<file path="src/rtl/gpo_core_fifo_addr.sv">
// -----------------------------------------------------------------------------
// gpo_core_fifo_addr
//
// GPO channel core. 128-bit command words whose address field matches
// DEST_VAL are compacted to 64 bits ({header, data}), queued in a FIFO and
// issued to one output device over a valid/ready handshake. An override mode
// forces override_value onto the output without disturbing the queue, and
// dropped words are reported with an error code and the offending word.
//
// Optional feature macro: GPO_ERROR_COUNT_EN
//   defined   : error_count is a 16-bit saturating count of error events
//   undefined : error_count is tied to zero
//
// Parameters
//   DEST_VAL       channel address this core responds to
//   CHANNEL_LENGTH address width taken from gpo_in[96 +: CHANNEL_LENGTH] (1..32)
//   FIFO_DEPTH     queue entries, power of two (2..64)
//
// Ports
//   CLK100MHZ       system clock, rising edge
//   resetn          asynchronous active-low reset
//   counter_matched timestamp compare hit for gpo_in this cycle
//   gpo_in          command word: [127:96] header/address, [31:0] data
//   override_en     level: present override_value instead of queued words
//   override_value  override payload
//   gpo_out_ready   downstream accepts the current word
//   gpo_out_valid   gpo_out holds a word to issue (registered)
//   gpo_out         issued word (registered)
//   selected        one-cycle pulse after each accepted issue
//   fifo_level      words waiting in the queue (output stage excluded)
//   error_valid     one-cycle pulse on an error
//   error_code      01 overflow, 10 override conflict; held until next error
//   error_data      offending command word; held until next error
//   error_count     saturating error counter (see macro above)
// -----------------------------------------------------------------------------
module gpo_core_fifo_addr #(
  parameter logic [14:0] DEST_VAL       = 15'h0,
  parameter int          CHANNEL_LENGTH = 12,
  parameter int          FIFO_DEPTH     = 4
) (
  input  logic                          CLK100MHZ,
  input  logic                          resetn,
  input  logic                          counter_matched,
  input  logic [127:0]                  gpo_in,
  input  logic                          override_en,
  input  logic [63:0]                   override_value,
  input  logic                          gpo_out_ready,
  output logic                          gpo_out_valid,
  output logic [63:0]                   gpo_out,
  output logic                          selected,
  output logic [$clog2(FIFO_DEPTH):0]   fifo_level,
  output logic                          error_valid,
  output logic [1:0]                    error_code,
  output logic [127:0]                  error_data,
  output logic [15:0]                   error_count
);

  localparam int              AW       = $clog2(FIFO_DEPTH);
  localparam int              CW       = AW + 1;
  localparam logic [CW-1:0]   DEPTH_C  = CW'(FIFO_DEPTH);
  localparam logic [31:0]     DEST_EXT = 32'(DEST_VAL);

  localparam logic [1:0]      ERR_OVERFLOW = 2'b01;
  localparam logic [1:0]      ERR_CONFLICT = 2'b10;

  // Output stage: ST_FULL means stage_word holds a queued word not yet issued.
  typedef enum logic {ST_EMPTY, ST_FULL} state_t;

  state_t        state, state_nxt;
  logic [63:0]   mem [FIFO_DEPTH];
  logic [AW-1:0] wr_ptr, rd_ptr;
  logic [CW-1:0] count;
  logic [63:0]   stage_word, stage_word_nxt;
  logic          ovr_q;

  logic match, fifo_empty, fifo_full;
  logic stage_acc, pop, push, overflow, conflict, err_evt;

  assign match      = counter_matched &
                      (gpo_in[96 +: CHANNEL_LENGTH] == DEST_EXT[CHANNEL_LENGTH-1:0]);
  assign fifo_empty = (count == '0);
  assign fifo_full  = (count == DEPTH_C);
  assign fifo_level = count;

  // NOTE: every signal written here gets a default first, so no path leaves it
  // unassigned and no latch is inferred.
  always_comb begin
    state_nxt      = state;
    stage_word_nxt = stage_word;

    // The stage word is only being accepted when it, not the override
    // payload, is what the downstream currently sees.
    stage_acc = (state == ST_FULL) & ~ovr_q & gpo_out_ready;

    // No pops while override is asserted: the queue is frozen.
    pop  = ((state == ST_EMPTY) | stage_acc) & ~fifo_empty & ~override_en;
    // A full queue can still take a word when a pop frees a slot this edge.
    push     = match & ~override_en & (~fifo_full | pop);
    overflow = match & ~override_en & fifo_full & ~pop;
    conflict = match & override_en;
    err_evt  = overflow | conflict;

    if (pop) begin
      state_nxt      = ST_FULL;
      stage_word_nxt = mem[rd_ptr];
    end else if (stage_acc) begin
      state_nxt      = ST_EMPTY;
    end
  end

  // NOTE: the queue storage has no reset; its content is meaningless until
  // written, and the pointers/count (which are reset) decide what is valid.
  always_ff @(posedge CLK100MHZ) begin
    if (push) mem[wr_ptr] <= {gpo_in[127:96], gpo_in[31:0]};
  end

  // NOTE: sequential state uses non-blocking assignments so every register
  // samples the pre-edge values regardless of statement order.
  always_ff @(posedge CLK100MHZ or negedge resetn) begin
    if (!resetn) begin
      state         <= ST_EMPTY;
      stage_word    <= '0;
      ovr_q         <= 1'b0;
      wr_ptr        <= '0;
      rd_ptr        <= '0;
      count         <= '0;
      gpo_out_valid <= 1'b0;
      gpo_out       <= '0;
      selected      <= 1'b0;
      error_valid   <= 1'b0;
      error_code    <= '0;
      error_data    <= '0;
    end else begin
      state      <= state_nxt;
      stage_word <= stage_word_nxt;
      ovr_q      <= override_en;

      // Outputs are registered; override takes the output with one cycle of
      // latency and the retained stage word comes back once it drops.
      gpo_out_valid <= override_en | (state_nxt == ST_FULL);
      gpo_out       <= override_en ? override_value : stage_word_nxt;
      selected      <= gpo_out_valid & gpo_out_ready;

      if (push) wr_ptr <= wr_ptr + AW'(1);
      if (pop)  rd_ptr <= rd_ptr + AW'(1);

      unique case ({push, pop})
        2'b10:   count <= count + CW'(1);
        2'b01:   count <= count - CW'(1);
        default: count <= count;
      endcase

      error_valid <= err_evt;
      if (err_evt) begin
        error_code <= conflict ? ERR_CONFLICT : ERR_OVERFLOW;
        error_data <= gpo_in;
      end
    end
  end

`ifdef GPO_ERROR_COUNT_EN
  logic [15:0] err_cnt;

  always_ff @(posedge CLK100MHZ or negedge resetn) begin
    if (!resetn) begin
      err_cnt <= '0;
    end else if (err_evt && (err_cnt != 16'hFFFF)) begin
      err_cnt <= err_cnt + 16'd1;
    end
  end

  assign error_count = err_cnt;
`else
  assign error_count = '0;
`endif

endmodule

</file>
<file path="config.mk">
export PLATFORM = sky130hd
export DESIGN_NAME = gpo_core_fifo_addr
export DESIGN_NICKNAME = d
export VERILOG_FILES = /design/src/rtl/gpo_core_fifo_addr.sv
export SDC_FILE = /design/constraint.sdc
export NUM_CORES = 1
export LEC_CHECK = 0
export CAP_MARGIN = 20
export CORE_ASPECT_RATIO = 1.2
export CORE_MARGIN = 2
export CORE_UTILIZATION = 55
export DETAILED_ROUTE_END_ITERATION = 10
export GPL_ROUTABILITY_DRIVEN = 0
export MAX_ROUTING_LAYER = met4
export PLACE_DENSITY = 0.94
export SYNTH_ARGS = -nofsm -noshare
export SYNTH_HDL_FRONTEND = slang
export SYNTH_SLANG_ARGS = --single-unit
</file>
<file path="constraint.sdc">
create_clock -name CLK100MHZ -period 4.6 [get_ports CLK100MHZ]
set_input_delay 0.46 -clock CLK100MHZ [delete_from_list [all_inputs] [get_ports CLK100MHZ]]
set_output_delay 0.46 -clock CLK100MHZ [all_outputs]
set_load 0.02 [all_outputs]
</file>
# After elaboration in Yosys (flattened, before gate mapping)
# Memory sizes are Yosys's and may differ from the RTL's.
# Cells that the tools add are included.
# classes
n_addsub	4
n_mux	8
bitwise	21
n_reduce_logical	3
eq_ne	3
# op_table
cell	n
two-way mux 64 bit	2
logical NOT 12 bit	1
AND 1 bit	11
inverter 1 bit	6
case mux 3 bit (2 select lines)	1
adder 2 x 1 -> 2 bit, second input constant	2
two-way mux 1 bit	4
OR 1 bit	4
adder 3 x 1 -> 3 bit, second input constant	1
== test 3 bit, second input constant	1
logical NOT 3 bit	1
subtractor 3 x 1 -> 3 bit, second input constant	1
== test 2 x 1 -> 1 bit, second input constant	1
== test 2 bit, second input constant	1
two-way mux 2 bit	1
nonzero test 2 bit	1
# totals
output_inout_bits	216
reg_bits	270
memories	1
mem_bits_rw	256
# mem_list
name	depth	width	read_ports	rd_clocked_by_memory_dff	wr	line_no	source
mem	4	64	1	0	1	70	logic [63:0] mem [FIFO_DEPTH];

# Depth between registers and ports, before layout
# Gate-level depths: netlist (run 1).
# logic_depth
ltp_word	10
ltp_mapped	8
ltp_nobuf	7

# Worst setup path before layout (run 1)
# Ideal clock, no wire load.
# synth_timing
path_kind	in2reg
startpoint	in gpo_in[103]
endpoint	mem mem[0][0] (enable)
n_path_buf	1
stages	4
arrival_ps	2871
setup_ps	429
setup_slack_ps	1300
path_cell_list	nor4_2 -> and4_1 -> clkbuf_1 -> and3_1
# synth_between
elab_chain_cells	6
# synth_rtl
item	line_no	source
start: declaration	44	input logic [127:0] gpo_in,
logical NOT 12 bit	80	(gpo_in[96 +: CHANNEL_LENGTH] == DEST_EXT[CHANNEL_LENGTH-1:0]);
AND 1 bit	79	assign match = counter_matched &
AND 1 bit (2 in a row)	98	push = match & ~override_en & (~fifo_full | pop);
two-way mux 1 bit	114	if (push) mem[wr_ptr] <= {gpo_in[127:96], gpo_in[31:0]};
two-way mux 1 bit (not written as such)	114	
end: declaration	70	
# No other way between the ends.

# Worst setup path after layout (run 1)
# layout_timing
startpoint	reg ovr_q
endpoint	mem mem[3][30] (enable)
# layout_between
elab_chain_cells	10
# layout_rtl
item	line_no	source
start: declaration	74	logic ovr_q;
start signal: assignment	136	ovr_q <= override_en;
inverter 1 bit	93	stage_acc = (state == ST_FULL) & ~ovr_q & gpo_out_ready;
AND 1 bit (2 in a row)	93	
OR 1 bit	96	pop = ((state == ST_EMPTY) | stage_acc) & ~fifo_empty & ~override_en;
AND 1 bit (2 in a row)	96	
OR 1 bit	98	
AND 1 bit	98	
two-way mux 1 bit	114	
two-way mux 1 bit (not written as such)	114	
# No other way between the ends.

==> impl_metrics.tcl, run 1 <==
set metrics [dict create \
    status "finished, final reports clean" \
    clk_pin_slew_worst_paths_ns 0.06 \
    cp-end-kind "flip-flop" \
    p_int_uw 9410 \
    syn_area_per_cell_um2 20.2 \
    clock_latency_ns 0.56 \
    grt_pass1_wl_um 65600 \
    crit_required_ns 4.77 \
    hold_ws_ns 0.480 \
    synth_seq_area_share_pct 73.8 \
    drt_wl_total_um 42700 \
    drt-met1-wl_um 15900 \
    wl_met3_um 2170 \
    hp-class "flip-flop to flip-flop" \
    vias 10245 \
    setup-tns-final_ns 0 \
    hpwlAfterDp_um 26900 \
    io_buffer_count 396 \
    syn_inst 970 \
    switchingPower_uw 3290 \
    worst_pin_slew_ns 1.10 \
    final_common_cell "clkdlybuf4s50_1" \
    pwr-share-comb_pct 21.1 \
    die_w_um 176 \
    clock_sinks 526 \
    die_area_um2 37100 \
    drive_gt1_share_pct 21.5 \
    synth_cell_types 39 \
    power.density_nw_per_um2 496 \
    maxUsedRoutingLayer "met4" \
    root_buffer "clkbuf_16" \
    finalClockSkew_ns 0.0102 \
    core_area_um2 35000 \
    layout_common_cells "clkdlybuf4s50_1 (394), dfrtp_1 (268), edfxtp_1 (256)" \
    yosys-top-cells-area "edfxtp_1 (39%), dfrtp_1 (35%), mux2_2 (7.9%)" \
    syn2layout_area_growth_pct 30.8 \
    routedWlPerCell_um 22.7 \
    synth_top_area_share_pct 39.3 \
    maxSlewViolCount 0 \
    wl_met2_um 23200 \
    ioPinCount 413 \
    netlist_area_um2 19600 \
    peakVddDrop_v 0.000364 \
    drtAntennaViolNets 0 \
    nets 1583 \
    initial_core_util_pct 55.9 \
    grt_usage_pct 24.0 \
    drv_cap 0 \
    power_leakage_uw 0.0101 \
    synth-seq-cells 526 \
    switching_share_pct 25.9 \
    rows 75 \
    grt_pass1_vias 11418 \
    grt_max_degree 102 \
    first_pass_iters 5 \
    post_cts_resized 0 \
    grt_overflow_total 0 \
    viasPerCell 5.43 \
    cts_max_level 2 \
    path_class "flip-flop to flip-flop" \
    dr.first_iter.drc_count 854 \
    crit_path_start_kind "flip-flop" \
    yosys_warnings 0 \
    path_max_fanout 64 \
    drc 0 \
    power_frac_clock_pct 32.6 \
    cts.path.max_buffers 3 \
    setup_viol 0 \
    rsz0062_at_grt "no" \
    cts_tree "done" \
    seq_power_share_pct 46.3 \
    antenna_found_initial 1 \
    fp.dieH_um 211 \
    period_minus_slack_ns 2.89 \
    cp_data_arrival_time_ns 3.07 \
    period_share_pct 62.9 \
    fmax_mhz 346 \
    cts_buffers 51 \
    slew-limit-headroom_pct 26.8 \
    hold_viol_final 0 \
    synth_top_cell_by_area "edfxtp_1" \
]
## power by group through the flow
stage          logic (uW)  registers (uW)  clock network, uW
2_1_floorplan        1570            5980                  0
3_3_place_gp         2600            5940                  0
3_5_place_dp         2670            5980                  0
4_1_cts              2710            5900               4200
5_1_grt              2830            5950               4400
6_report             2680            5880               4130
## final timing paths
| check | start | to | slack [ns] | cells after the start |
|---|---|---|---|---|
| worst max-delay path | ovr_q | mem[3][30] | 1.71 | 3 |
| worst min-delay path | error_data[93] | error_data[93] | 0.48 | 1 |
| worst max register to register | ovr_q | mem[3][30] | 1.71 | 3 |
| worst min register to register | error_data[93] | error_data[93] | 0.48 | 1 |
| max in group asynchronous | resetn | gpo_out[56] | 3.02 | 3 |
| min in group asynchronous | resetn | error_data[23] | 0.51 | 2 |
## registers in the layout (all words and copies together) (netlist names)
name / flops
state: 1
error_valid: 1
wr_ptr: 2
fifo_level: 3
selected: 1
error_code: 2
gpo_out: 64
mem: 256
ovr_q: 1
gpo_out_valid: 1
error_data: 128
rd_ptr: 2
stage_word: 64
## timing repair
item,4_1_cts,5_1_grt
buffers inserted,0,0
hold endpoints to repair,85,0
hold buffers,1,0
## cells in the mapped netlist, drive strengths merged
cell type  count
and3           6
o211ai         1
mux4          64
nor4           1
nor2           4
clkbuf        16
ha             4
a211o          1
a221oi         1
o21ai          4
nor3           2
nand4          4
nor4b          1
o221a          1
dfrtp        270
mux2         244
buf           46
a31oi          1
nand3b         1
edfxtp       256
inv            6
and4           2
conb           1
a211oi         1
fa             1
and2           2
nor2b         12
o21a           1
nand2b         1
nand2          8
nand3          3
xnor2          3
a41oi          1
## cell type report
class                           count  area [um^2]
Tap cell                          462          578
Inverter                            6         22.5
Sequential cell                   526        14500
Multi-Input combinational cell    391         4760
Antenna cell                        1         2.50
Clock buffer                       68         1460
Fill cell                        1970         9410
Timing Repair Buffer              405         4090
Clock inverter                     27          225
## per-stage QoR
stage / instances / total power (uW) / cell area [um^2] / util [%] / worst slack (ns)
6_report: 1886 / 12700 / 25600 / 73.1 / 1.71
5_1_grt: 1886 / 13200 / 25600 / 73.1 / 1.53
4_1_cts: 1885 / 12800 / 25600 / 73.1 / 1.71
3_5_place_dp: 1789 / 8650 / 23900 / 68.3 / 1.21
3_3_place_gp: 1789 / 8550 / 23900 / 68.3 / 1.34
2_1_floorplan: 985 / 7540 / 19600 / - / 1.30
## per-layer routing
| layer | vias to the layer above | GRT usage, % |
|---|---|---|
| li1 | 4478 | - |
| met1 | 5329 | 28.2 |
| met2 | 349 | 41.8 |
| met3 | 89 | 3.91 |
| met4 | 0 | 8.81 |
| met5 | - | - |
## critical path: stages, from the launching register on
cell	delay (ns)
dfrtp_1	0.37
nand2b_1	0.24
a41oi_1	0.85
and3_4	0.94
## logic make-up (layout without fill, tap and decap cells)
group	after synthesis	count (layout)	share of synthesized area, %
buffers and inverters	68	506	2.31
XOR/XNOR	3	3	0.134
AND/OR/NAND/NOR	47	47	1.48
multiplexers	308	308	21.4
flip-flops	526	526	73.8
adder cells (fa/ha/maj)	5	5	0.358
AO/OA/AOI/OAI	12	12	0.467
other	1	17	0.0192
Power figures use the tool's default switching activity.
==> run 2, diff against run 1 <==
CORE_UTILIZATION = 51   (was 55)
PLACE_DENSITY = 0.89   (was 0.94)
clock period = 2.8 ns   (was 4.6 ns; I/O delays follow)
==> impl_metrics.tcl, run 2 (same netlist as run 1, synthesis figures left out) <==
set metrics [dict create \
    status "finished, final reports clean" \
    rows 78 \
    critPathMaxStageDelay_ns 0.69 \
    crit_family "multiplexers" \
    nets 1611 \
    power.density_nw_per_um2 817 \
    cts_buffers 50 \
    finalClockSkew_ns 0.0182 \
    period_minus_slack_ns 2.20 \
    first_pass_iters 7 \
    dr.first_iter.drc_count 655 \
    vias 10506 \
    initial_core_util_pct 51.7 \
    setup_viol 0 \
    fmax_mhz 454 \
    clock_sinks 526 \
    regMostFlops "mem" \
    critPathSlowestCell "dfrtp_4" \
    timing.critical_path.buf_inv 1 \
    cts.path.max_buffers 3 \
    hpwlAfterDp_um 29100 \
    ctsHoldBuffers 1 \
    setup-tns-final_ns 0 \
    core_area_um2 37900 \
    reg_top3 "mem x256, error_data x128" \
    root_buffer "clkbuf_16" \
    fin_area_um2 26100 \
    crit_required_ns 3.25 \
    path_class "flip-flop to flip-flop" \
    crit_path_cell_trace "buf_12, mux4_2, mux2_2, mux2_2" \
    post_cts_resized 0 \
    hold_viol_final 0 \
    clk_pin_slew_worst_paths_ns 0.07 \
    drive_gt1_share_pct 22.9 \
    cp-end-kind "flip-flop" \
    crit_path_start_kind "flip-flop" \
    cts_tree "done" \
    grt_pass1_vias 12019 \
    final_common_cell "clkdlybuf4s50_1" \
    rsz0062_at_grt "no" \
    drtAntennaViolNets 0 \
    hp-class "input port to flip-flop" \
    cp_data_arrival_time_ns 2.65 \
    io_buffer_count 396 \
    maxSlewViolCount 0 \
    path_common_cell "mux2_2" \
    slew-limit-headroom_pct 52.5 \
    worst_pin_slew_ns 0.712 \
    post_cts_buffers 0 \
    place_ws_ns 0.239 \
    syn2layout_area_growth_pct 33.3 \
    antenna_found_initial 2 \
    grt_max_degree 88 \
    peakVddDrop_v 0.000435 \
    viasPerCell 5.44 \
    placed_cell_area_um2 24300 \
    path_max_fanout 18 \
    fillers 2339 \
    drc 0 \
    ioPinCount 413 \
    cts_max_level 2 \
    drt_wl_total_um 44900 \
    period_share_pct 78.7 \
    die_w_um 183 \
    clock_latency_ns 0.57 \
    layout_common_cells "clkdlybuf4s50_1 (394), dfrtp_1 (268), edfxtp_1 (256)" \
    drv_cap 0 \
    power_leakage_uw 0.0103 \
    grt_pass1_wl_um 68900 \
    die_area_um2 40000 \
    grt_usage_pct 23.5 \
    routedWlPerCell_um 23.2 \
    grt_overflow_total 0 \
    largest_register_ffs 256 \
    fp.dieH_um 219 \
    fin_ws_ns 0.596 \
]
-- run 2: final timing paths --
check | from | end | slack, ns | cells after the start
max in group asynchronous | resetn | rd_ptr[1] | 1.68 | 3
hold / removal | override_en | error_code[1] | 0.26 | 3
min in group asynchronous | resetn | error_data[6] | 0.33 | 2
setup / recovery | rd_ptr[0] | gpo_out[13] | 0.60 | 4
setup reg to reg | rd_ptr[0] | gpo_out[13] | 0.60 | 4
hold reg to reg | error_data[86] | error_data[86] | 0.48 | 1
-- run 2: worst register-to-register path, stage by stage, from the launching register on --
cell,delay (ns)
dfrtp_4,0.69
buf_12,0.27
mux4_2,0.57
mux2_2,0.30
mux2_2,0.26
-- run 2: cell type report --
type	count	area [um^2]	area share, %
Sequential cell	526	14500	55.4
Multi-Input combinational cell	391	4760	18.3
Timing Repair Buffer	434	4500	17.3
Clock buffer	61	1390	5.32
Tap cell	480	601	2.30
Clock inverter	33	348	1.33
Inverter	6	22.5	0.0864
Antenna cell	2	5.00	0.0192
-- run 2: power breakdown --
group	internal [uW]	switching (uW)
Combinational	2640	2120
Sequential	8990	517
Clock	4180	2850
-- run 2: per-layer routing --
metal / track usage (%) / vias up / routed length, um
met3: 4.25 / 80 / 2360
li1: - / 4532 / -
met1: 27.0 / 5512 / 16600
met5: - / - / 0
met2: 41.7 / 382 / 24600
met4: 8.43 / 0 / 1290
-- run 2: through the flow --
step                utilization (%)  total power (uW)  cells  hold WS (ns)
floorplan                         -             12400    985       -0.0156
global placement               64.3             14200   1836         0.359
detailed placement             64.3             14400   1836         0.360
CTS                            68.9             21500   1931         0.237
global route                   68.9             22100   1933         0.260
finish                         68.9             21300   1933         0.257
==> run 3, diff against run 2 <==
CORE_UTILIZATION = 46   (was 51)
PLACE_DENSITY = 0.85   (was 0.89)
clock period = 1.8 ns   (was 2.8 ns; I/O delays follow)
==> impl_metrics.tcl, run 3 (same netlist as run 1, synthesis figures left out) <==
set metrics [dict create \
    clk_pin_slew_worst_paths_ns 0.07 \
    peakVddDrop_v 0.000903 \
    initial_core_util_pct 46.7 \
    die_w_um 192 \
    ioPinCount 413 \
    crit_path_start_kind "flip-flop" \
    setup-tns-final_ns -30.85 \
    drc 0 \
    power_leakage_uw 0.0114 \
    finalClockSkew_ns 0.0167 \
    core_area_um2 41900 \
    maxSlewViolCount 0 \
    grt_max_degree 67 \
    setup_viol 411 \
    switching_share_pct 26.3 \
    drive_gt1_share_pct 34.6 \
    violations "negative setup slack" \
    worst_pin_slew_ns 0.633 \
    fillers 2573 \
    layout_common_cells "clkdlybuf4s50_1 (384), dfrtp_1 (265), edfxtp_1 (256)" \
    period_minus_slack_ns 2.00 \
    cp-end-kind "flip-flop" \
    clock_latency_ns 0.57 \
    pwr-share-comb_pct 27.1 \
    grt_pass1_wl_um 70800 \
    period_share_pct 111 \
    cp_data_arrival_time_ns 2.45 \
    drtAntennaViolNets 0 \
    power_frac_clock_pct 30.3 \
    reg_top3 "mem x256, error_data x128" \
    regMostFlops "mem" \
    vias 11153 \
    drt_wl_total_um 53200 \
    slew-limit-headroom_pct 57.8 \
    power.density_nw_per_um2 1200 \
    io_buffer_count 396 \
    utilization_pct 68.2 \
    cts_max_level 2 \
    first_pass_iters 5 \
    syn2layout_area_growth_pct 46.0 \
    seq_power_share_pct 42.6 \
    cts.path.max_buffers 3 \
    routedWlPerCell_um 25.3 \
    antenna_found_initial 3 \
    hpwlAfterDp_um 30400 \
    hp-class "input port to asynchronous set/reset pin" \
    root_buffer "clkbuf_16" \
    fp.dieH_um 230 \
    hold_viol_final 0 \
    grt_usage_pct 21.9 \
    nets 1714 \
    dr.first_iter.drc_count 620 \
    die_area_um2 44200 \
    path_class "flip-flop to flip-flop" \
    place_ws_ns -0.692 \
    cts_buffers 50 \
    drv_cap 0 \
    clock_sinks 526 \
    cts_tree "done" \
    switchingPower_uw 9000 \
    final_common_cell "clkdlybuf4s50_1" \
    p_int_uw 25300 \
    path_max_fanout 17 \
    grt_overflow_total 0 \
    crit_required_ns 2.25 \
    rows 82 \
    fin_ws_ns -0.204 \
    status "finished, violations left" \
    rsz0062_at_grt "yes" \
    largest_register_ffs 256 \
    fmax_mhz 499 \
    grt_pass1_vias 12195 \
    viasPerCell 5.31 \
]
run 3: what timing repair did:
| action | CTS | global route |
|---|---|---|
| setup endpoints to repair | 424 | 444 |
| setup buffers | 2 | 21 |
| pin swaps | 0 | 5 |
| resized for setup | 55 | 209 |
| hold endpoints to repair | 231 | 0 |
| gates cloned | 4 | 35 |
| hold buffers | 1 | 0 |
run 3: metal layers:
| metal | vias to the layer above | track usage [%] | wire length (um) |
|---|---|---|---|
| li1 | 4758 | - | - |
| met1 | 5850 | 24.7 | 20200 |
| met2 | 428 | 38.3 | 28600 |
| met3 | 117 | 4.14 | 2770 |
| met4 | 0 | 8.85 | 1670 |
| met5 | - | - | 0 |
run 3: final cells by class:
type	instances	area, um^2	share of cell area [%]
clock buffer	78	1520	5.33
timing repair buffer	536	6250	21.9
tap	546	683	2.39
sequential	526	14500	50.6
antenna	2	5.00	0.0175
multi-input combinational	392	5510	19.3
inverter	6	22.5	0.0788
clock inverter	16	119	0.416
run 3: path summary, 6_finish.rpt:
check / start / to / slack [ns] / cells past startpoint
worst max-delay path: rd_ptr[0] / gpo_out[53] / -0.20 / 4
worst min-delay path: resetn / gpo_out[40] / 0.13 / 2
worst max register to register: rd_ptr[0] / gpo_out[53] / -0.20 / 4
worst min register to register: error_data[37] / error_data[37] / 0.49 / 1
max in group asynchronous: resetn / error_data[80] / 0.95 / 3
min in group CLK100MHZ: override_en / ovr_q / 0.15 / 2
run 3: worst max-delay path, stage by stage, from the launching register on:
cell and delay, ns:
dfrtp_4 0.54, buf_12 0.22, mux4_2 0.54, mux2_4 0.28
mux2_4 0.27
run 3: power groups by stage:
stage | logic [uW] | registers (uW) | clock network, uW
after floorplan | 4020 | 15300 | 0
after global placement | 7940 | 14600 | 0
after detailed placement | 8110 | 14700 | 0
after CTS | 8550 | 14500 | 10500
after global routing | 9780 | 14700 | 11000
final | 9290 | 14600 | 10400
run 3: through the flow:
stage / std cells / power (uW) / cell area [um^2] / hold WS (ns)
floorplan: 985 / 19300 / 19700 / -0.116
global placement: 1945 / 22600 / 24800 / 0.102
detailed placement: 1945 / 22800 / 24800 / 0.101
CTS: 2046 / 33600 / 26800 / 0.114
global route: 2102 / 35500 / 28600 / 0.150
finish: 2102 / 34300 / 28600 / 0.129
